**src/rtl/ysyx_23060025_rd_arbiter.sv**
```systemverilog
// Two-master (IFU m0, LSU m1) to one-slave read-channel arbiter, one transaction in flight.
// Define ARB_ROUND_ROBIN_EN for round-robin arbitration; otherwise fixed priority m1 > m0.
module ysyx_23060025_rd_arbiter #(
  parameter int ADDR_LEN = 32,
  parameter int DATA_LEN = 32
) (
  input  logic                clock,
  input  logic                rstn,
  input  logic [ADDR_LEN-1:0] m0_ar_addr,
  input  logic                m0_ar_valid,
  output logic                m0_ar_ready,
  output logic [DATA_LEN-1:0] m0_r_data,
  output logic [1:0]          m0_r_resp,
  output logic                m0_r_valid,
  input  logic                m0_r_ready,
  input  logic [ADDR_LEN-1:0] m1_ar_addr,
  input  logic                m1_ar_valid,
  output logic                m1_ar_ready,
  output logic [DATA_LEN-1:0] m1_r_data,
  output logic [1:0]          m1_r_resp,
  output logic                m1_r_valid,
  input  logic                m1_r_ready,
  output logic [ADDR_LEN-1:0] s_ar_addr,
  output logic                s_ar_valid,
  input  logic                s_ar_ready,
  input  logic [DATA_LEN-1:0] s_r_data,
  input  logic [1:0]          s_r_resp,
  input  logic                s_r_valid,
  output logic                s_r_ready
);

  typedef enum logic [1:0] {
    IDLE = 2'b00,
    ADDR = 2'b01,
    DATA = 2'b10
  } state_t;

  state_t state_q, state_d;
  logic   grant_q, grant_d;
  logic   last_grant_q, last_grant_d;
  logic   pick;
  logic   in_addr, in_data;
  logic   sel_ar_valid, sel_r_ready;

  always_comb begin
`ifdef ARB_ROUND_ROBIN_EN
    pick = (m0_ar_valid & m1_ar_valid) ? ~last_grant_q : m1_ar_valid;
`else
    pick = m1_ar_valid;
`endif
  end

  always_comb begin
    state_d      = state_q;
    grant_d      = grant_q;
    last_grant_d = last_grant_q;
    case (state_q)
      IDLE: begin
        if (m0_ar_valid | m1_ar_valid) begin
          grant_d = pick;
          state_d = ADDR;
        end
      end
      ADDR: begin
        if (s_ar_valid & s_ar_ready) state_d = DATA;
      end
      DATA: begin
        if (s_r_valid & s_r_ready) begin
          state_d      = IDLE;
          last_grant_d = grant_q;
        end
      end
      default: state_d = IDLE;
    endcase
  end

  always_ff @(posedge clock) begin
    if (!rstn) begin
      state_q      <= IDLE;
      grant_q      <= 1'b0;
      last_grant_q <= 1'b0;
    end else begin
      state_q      <= state_d;
      grant_q      <= grant_d;
      last_grant_q <= last_grant_d;
    end
  end

  // Handshake signals are gated by rstn so an abandoned transaction never leaks out
  // during the reset cycle, before state_q has returned to IDLE.
  always_comb begin
    in_addr      = (state_q == ADDR);
    in_data      = (state_q == DATA);
    sel_ar_valid = grant_q ? m1_ar_valid : m0_ar_valid;
    sel_r_ready  = grant_q ? m1_r_ready : m0_r_ready;

    s_ar_valid   = rstn & in_addr & sel_ar_valid;
    s_ar_addr    = in_addr ? (grant_q ? m1_ar_addr : m0_ar_addr) : '0;
    s_r_ready    = rstn & in_data & sel_r_ready;

    m0_ar_ready  = rstn & in_addr & ~grant_q & s_ar_ready;
    m1_ar_ready  = rstn & in_addr &  grant_q & s_ar_ready;

    m0_r_valid   = rstn & in_data & ~grant_q & s_r_valid;
    m1_r_valid   = rstn & in_data &  grant_q & s_r_valid;
    m0_r_data    = (in_data & ~grant_q) ? s_r_data : '0;
    m1_r_data    = (in_data &  grant_q) ? s_r_data : '0;
    m0_r_resp    = (in_data & ~grant_q) ? s_r_resp : 2'b00;
    m1_r_resp    = (in_data &  grant_q) ? s_r_resp : 2'b00;
  end

endmodule

```
**config.mk**
```make
export PLATFORM = sky130hd
export DESIGN_NAME = ysyx_23060025_rd_arbiter
export DESIGN_NICKNAME = d
export VERILOG_FILES = /design/src/rtl/ysyx_23060025_rd_arbiter.sv
export SDC_FILE = /design/constraint.sdc
export NUM_CORES = 1
export LEC_CHECK = 0
export ABC_AREA = 1
export CAP_MARGIN = 10
export CORE_AREA = 2 2 82 84
export CTS_BUF_LIST = sky130_fd_sc_hd__clkbuf_8
export DETAILED_ROUTE_END_ITERATION = 8
export DIE_AREA = 0 0 84 86
export PLACE_DENSITY = 0.83
export REMOVE_ABC_BUFFERS = 1
export SYNTH_ARGS = -nofsm -noshare
export SYNTH_HDL_FRONTEND = slang
export SYNTH_SLANG_ARGS = --single-unit
```
**constraint.sdc**
```tcl
create_clock -name clock -period 1.5 [get_ports clock]
set_input_delay 0.15 -clock clock [delete_from_list [all_inputs] [get_ports clock]]
set_output_delay 0.15 -clock clock [all_outputs]
set_load 0.005 [all_outputs]
```
# After elaboration in Yosys (flattened, before gate mapping)
# Cells that the tools add are included.
[classes]
mux = 12
eq_ne = 5
bitwise = 18
reduce_logical = 3
[ops]
columns = ["op", "count"]
rows = [
  ["two-way mux 32 bit", 4],
  ["bitwise AND 1 bit", 16],
  ["two-way mux 2 bit", 5],
  ["one-hot mux 2 bit (3 select lines)", 1],
  ["!= test 2 x 1 -> 1 bit (second input constant)", 2],
  ["AND reduction 3 bit", 1],
  ["equality test 2 x 1 -> 1 bit (second input constant)", 1],
  ["equality test 2 bit (second input constant)", 1],
  ["logical NOT 2 bit", 1],
  ["two-way mux 1 bit", 2],
  ["!= test 2 bit (second input constant)", 1],
  ["AND reduction 2 bit", 1],
  ["inverter 1 bit", 1],
  ["OR 1 bit", 1],
]
[totals]
inputBits = 106
register_bits = 3
elab_cells = 40

# Longest topological paths before layout
[logic_depth]
depth_word = 6
mapped_depth = 6
depth_no_buf = 6

# Least setup slack after synthesis
# OpenSTA, ideal clock, no wires.
[synth_timing]
path_kind = "reg2out"
startpoint = "reg state_q[1]"
endpoint = "out m1_r_data[10]"
path_slack_ns = 0.382
t_arrival_ns = 0.968
stages_incl_launch_ff = 7
path_cell_list = "dfxtp_1 inv_2 or2_4 clkinv_4 nand2_4 buf_6 nor2_1"
[synth_between]
elab_chain_len = 3
[synth_lines]
columns = ["item", "line", "rtl"]
rows = [
  ["start, declared", "38", "state_t state_q, state_d;"],
  ["start signal, assigned", "83", "state_q <= state_d;"],
  ["equality test 2 bit", "--", ""],
  ["bitwise AND 1 bit", "107", "m1_r_data = (in_data & grant_q) ? s_r_data : '0;"],
  ["two-way mux 32 bit", "107", ""],
  ["end, declared", "19", "output logic [DATA_LEN-1:0] m1_r_data,"],
]
# No other way between the ends.

# Worst setup path in the final report
[layout_timing]
startpoint = "reg state_q[1]"
endpoint = "out m0_r_data[0]"
[layout_between]
elab_chain_len = 3
[layout_lines]
columns = ["item", "line", "rtl"]
rows = [
  ["equality test 2 bit", "--", ""],
  ["bitwise AND 1 bit", "106", "m0_r_data = (in_data & ~grant_q) ? s_r_data : '0;"],
  ["two-way mux 32 bit", "106", ""],
  ["end, declared", "12", "output logic [DATA_LEN-1:0] m0_r_data,"],
]
# No other way between the ends.

==> flow_metrics.py <==
metrics = {
    "critical_path": {
        "critical_path_class": "register to output port",
        "critPathCaptureType": "output port",
        "cp.arrival_ps": 1460,
        "critPathMaxFanout": 7,
        "cp-start-kind": "register",
        "timing.critical_path.required_ps": 1350,
    },
    "power_and_ir_drop": {
        "power.static_leakage_nw": 1.83,
        "pint_uw": 799,
        "clock_power_frac": 0.182,
        "power_switching_uw": 509,
        "p_sw_frac": 0.389,
        "vdd.ir_drop.worst_mv": 0.299,
        "share_comb_of_total_power": 0.743,
        "p_per_area_nw_per_um2": 361,
        "seq_power_share": 0.075,
    },
    "global_route": {
        "grt_start_max_net_pins": 33,
        "grt.overflow.total": 0,
        "wire_length_of_the_first_global_routing_pass_um": 12200,
        "global_route.usage.total": 0.207,
        "grt_antenna_before_repair": 0,
        "via_count_of_the_first_global_routing_pass": 2481,
    },
    "clocking": {
        "clock_insertion_delay_worst_skew_ps": 220,
        "worst_setup_hold_path_clk_slew_ps": 30,
        "ctsRootBufferMaster": "sky130_fd_sc_hd__clkbuf_8",
        "cts_tree": "done",
        "cts_sinks": 3,
        "post_cts_hold_buffer_count": 0,
        "cts.path.max_buffers": 2,
        "cts_buffers": 3,
        "htree_levels": 1,
    },
    "drt": {
        "detail_route.drc_violations": 0,
        "drt_pass_1_iters": 4,
        "wl_per_cell_um": 15.1,
        "detail-route-antenna-nets": 0,
        "route.detailed.vias_per_inst": 4.39,
        "wirelength_um": 8460,
        "dr.first_iter.drc_count": 70,
        "route.vias.total": 2455,
    },
    "finish": {
        "insertedDiodeCount": 0,
        "finish.instance_area_um2": 3630,
        "final_core_utilization": 0.578,
        "fin_nets": 589,
        "drive_above_1_share": 0.390,
        "post_layout_nonfiller_instances": 559,
        "syn2layout_area_growth_pct": 222,
    },
    "run": {
        "number_of_max_cap_violations": 0,
    },
    "placed_design": {
        "gp_routability_congestion": 0.792,
        "numPlacedInstances": 533,
        "placement.setup.worst_slack_ps": -235,
        "port_buffers": 211,
        "dp.final_hpwl_um": 5900,
        "dpl-instance-area_um2": 3320,
    },
    "run_status": {
        "failed_checks": "setup timing",
        "outcome": "complete, but fails checks",
    },
    "synth": {
        "ys_seq_elements": 3,
        "synth_seq_area_share": 0.0534,
        "synth.avg_cell_area_um2": 4.48,
        "number_of_different_library_cells_in_the_post_synthesis_netlist": 19,
        "synth_top_cells_by_area": "sky130_fd_sc_hd__nand2_1, sky130_fd_sc_hd__nor2_1, sky130_fd_sc_hd__a21oi_1, sky130_fd_sc_hd__inv_1, sky130_fd_sc_hd__buf_6",
        "syn_area_um2": 1120,
        "yosysTopAreaCell": "sky130_fd_sc_hd__nand2_1",
        "synthCells": 251,
        "synth_top_cell_area_share": 0.247,
        "synthesis.yosys.warnings": 0,
    },
    "die": {
        "floorplan.initialDensity": 0.179,
        "io_pins": 212,
        "rows": 29,
        "fp.dieH_um": 86,
        "die_w_um": 84,
        "fp.dieArea_um2": 7220,
        "placeableCoreArea_um2": 6280,
    },
    "sta": {
        "achievable-frequency_mhz": 623,
        "worst_pin_slew_ps": 275,
        "min_period_ps": 1610,
        "finalSetupViolCount": 46,
        "period_share": 1.07,
        "hold-worst-slack_ps": 487,
        "setup_slack_ps": -105,
        "grt_setup_unrepaired": "true",
        "finalHoldViolCount": 0,
        "report.final.slew_viol_count": 0,
        "final.setup_skew_ps": 1.59,
        "slew_headroom": 0.815,
    },
    "hold_path": {
        "min_path_type": "input pin to register",
    },
}
stage by stage:
stage               setup TNS [ps]  power (mW)
floorplan                   -23770       0.341
global placement            -15540       0.931
detailed placement          -17490       0.946
CTS                          -3300        1.24
global route                 -5490        1.40
finish                       -1880        1.31
cell usage in the layout (no fill, tap or decap), types with 3 or more instances in the layout:
cell	synthesis	final
sky130_fd_sc_hd__clkdlybuf4s50_1	0	104
sky130_fd_sc_hd__nand2_1	74	72
sky130_fd_sc_hd__buf_2	4	53
sky130_fd_sc_hd__inv_1	37	38
sky130_fd_sc_hd__clkbuf_2	0	28
sky130_fd_sc_hd__a21oi_1	34	27
sky130_fd_sc_hd__nor2_4	0	25
sky130_fd_sc_hd__nor2_1	73	25
sky130_fd_sc_hd__nor2_2	0	23
sky130_fd_sc_hd__dlygate4sd2_1	0	11
sky130_fd_sc_hd__buf_6	6	10
sky130_fd_sc_hd__clkdlybuf4s15_1	0	10
sky130_fd_sc_hd__buf_4	0	10
sky130_fd_sc_hd__nand2_8	0	7
sky130_fd_sc_hd__a21oi_2	0	7
sky130_fd_sc_hd__buf_12	0	6
sky130_fd_sc_hd__buf_8	0	4
sky130_fd_sc_hd__clkbuf_8	0	3
layout make-up:
cell class,instances,area [µm²]
Fill cell,593,2650
Timing Repair Buffer,238,2050
Multi-Input combinational cell,197,1200
Inverter,40,165
Tap cell,77,96.3
Sequential cell,3,66.3
Clock buffer,3,41.3
Clock inverter,1,3.75
metal layers:
layer / wire (µm) / vias up / track usage
met5: 0 / - / 0
met4: 170 / 0 / 0.0499
met3: 813 / 16 / 0.0751
met2: 4380 / 137 / 0.377
met1: 3100 / 1093 / 0.231
li1: - / 1209 / -
cells in the mapped netlist, drive strengths merged:
library cell	n
nand4	1
a21oi	34
dfxtp	3
nand3	2
buf	11
clkinv	1
clkbuf	5
nor2	73
nor3	1
or2	1
inv	39
nand2	76
o21ai	2
nor3b	1
o21bai	1
critical path, stage by stage (launching register included):
cell and delay [ps]:
sky130_fd_sc_hd__dfxtp_2 320, sky130_fd_sc_hd__inv_2 30, sky130_fd_sc_hd__or2_4 270, sky130_fd_sc_hd__clkinv_8 90
sky130_fd_sc_hd__buf_8 110, sky130_fd_sc_hd__nand2_8 60, sky130_fd_sc_hd__buf_6 140, sky130_fd_sc_hd__nor2_1 90
sky130_fd_sc_hd__buf_2 120
flip-flops by register name (all words and copies together) (netlist names):
name,count
state_q,2
grant_q,1
timing repair:
| action | CTS | global route |
|---|---|---|
| setup buffers | 14 | 2 |
| setup endpoints to repair | 106 | 95 |
| gates resized for setup | 301 | 170 |
| pin swaps | 5 | 5 |
| cloned | 3 | 3 |
power by group through the flow:
| stage | logic (mW) | registers, mW | clock network, mW |
|---|---|---|---|
| after floorplan | 0.229 | 0.112 | 0 |
| after global placement | 0.837 | 0.0941 | 0 |
| after detailed placement | 0.852 | 0.0940 | 0 |
| after CTS | 0.896 | 0.0978 | 0.243 |
| after global routing | 1.05 | 0.0998 | 0.251 |
| final | 0.972 | 0.0986 | 0.238 |
final timing paths:
path | cells after the start | endpoint | from | slack (ps)
max | 8 | m0_r_data[0] | state_q[1] | -110
min | 4 | state_q[1] | rstn | 490
max reg2reg | 6 | state_q[0] | state_q[1] | 360
min reg2reg | 3 | grant_q | state_q[1] | 520
cell families (layout without fill, tap and decap cells):
family / Yosys count / count (layout) / synth area share
flops: 3 / 3 / 0.0534
buf+inv: 56 / 282 / 0.236
compound gates: 37 / 37 / 0.167
simple gates: 155 / 160 / 0.544
(Power assumes the default switching activity.)
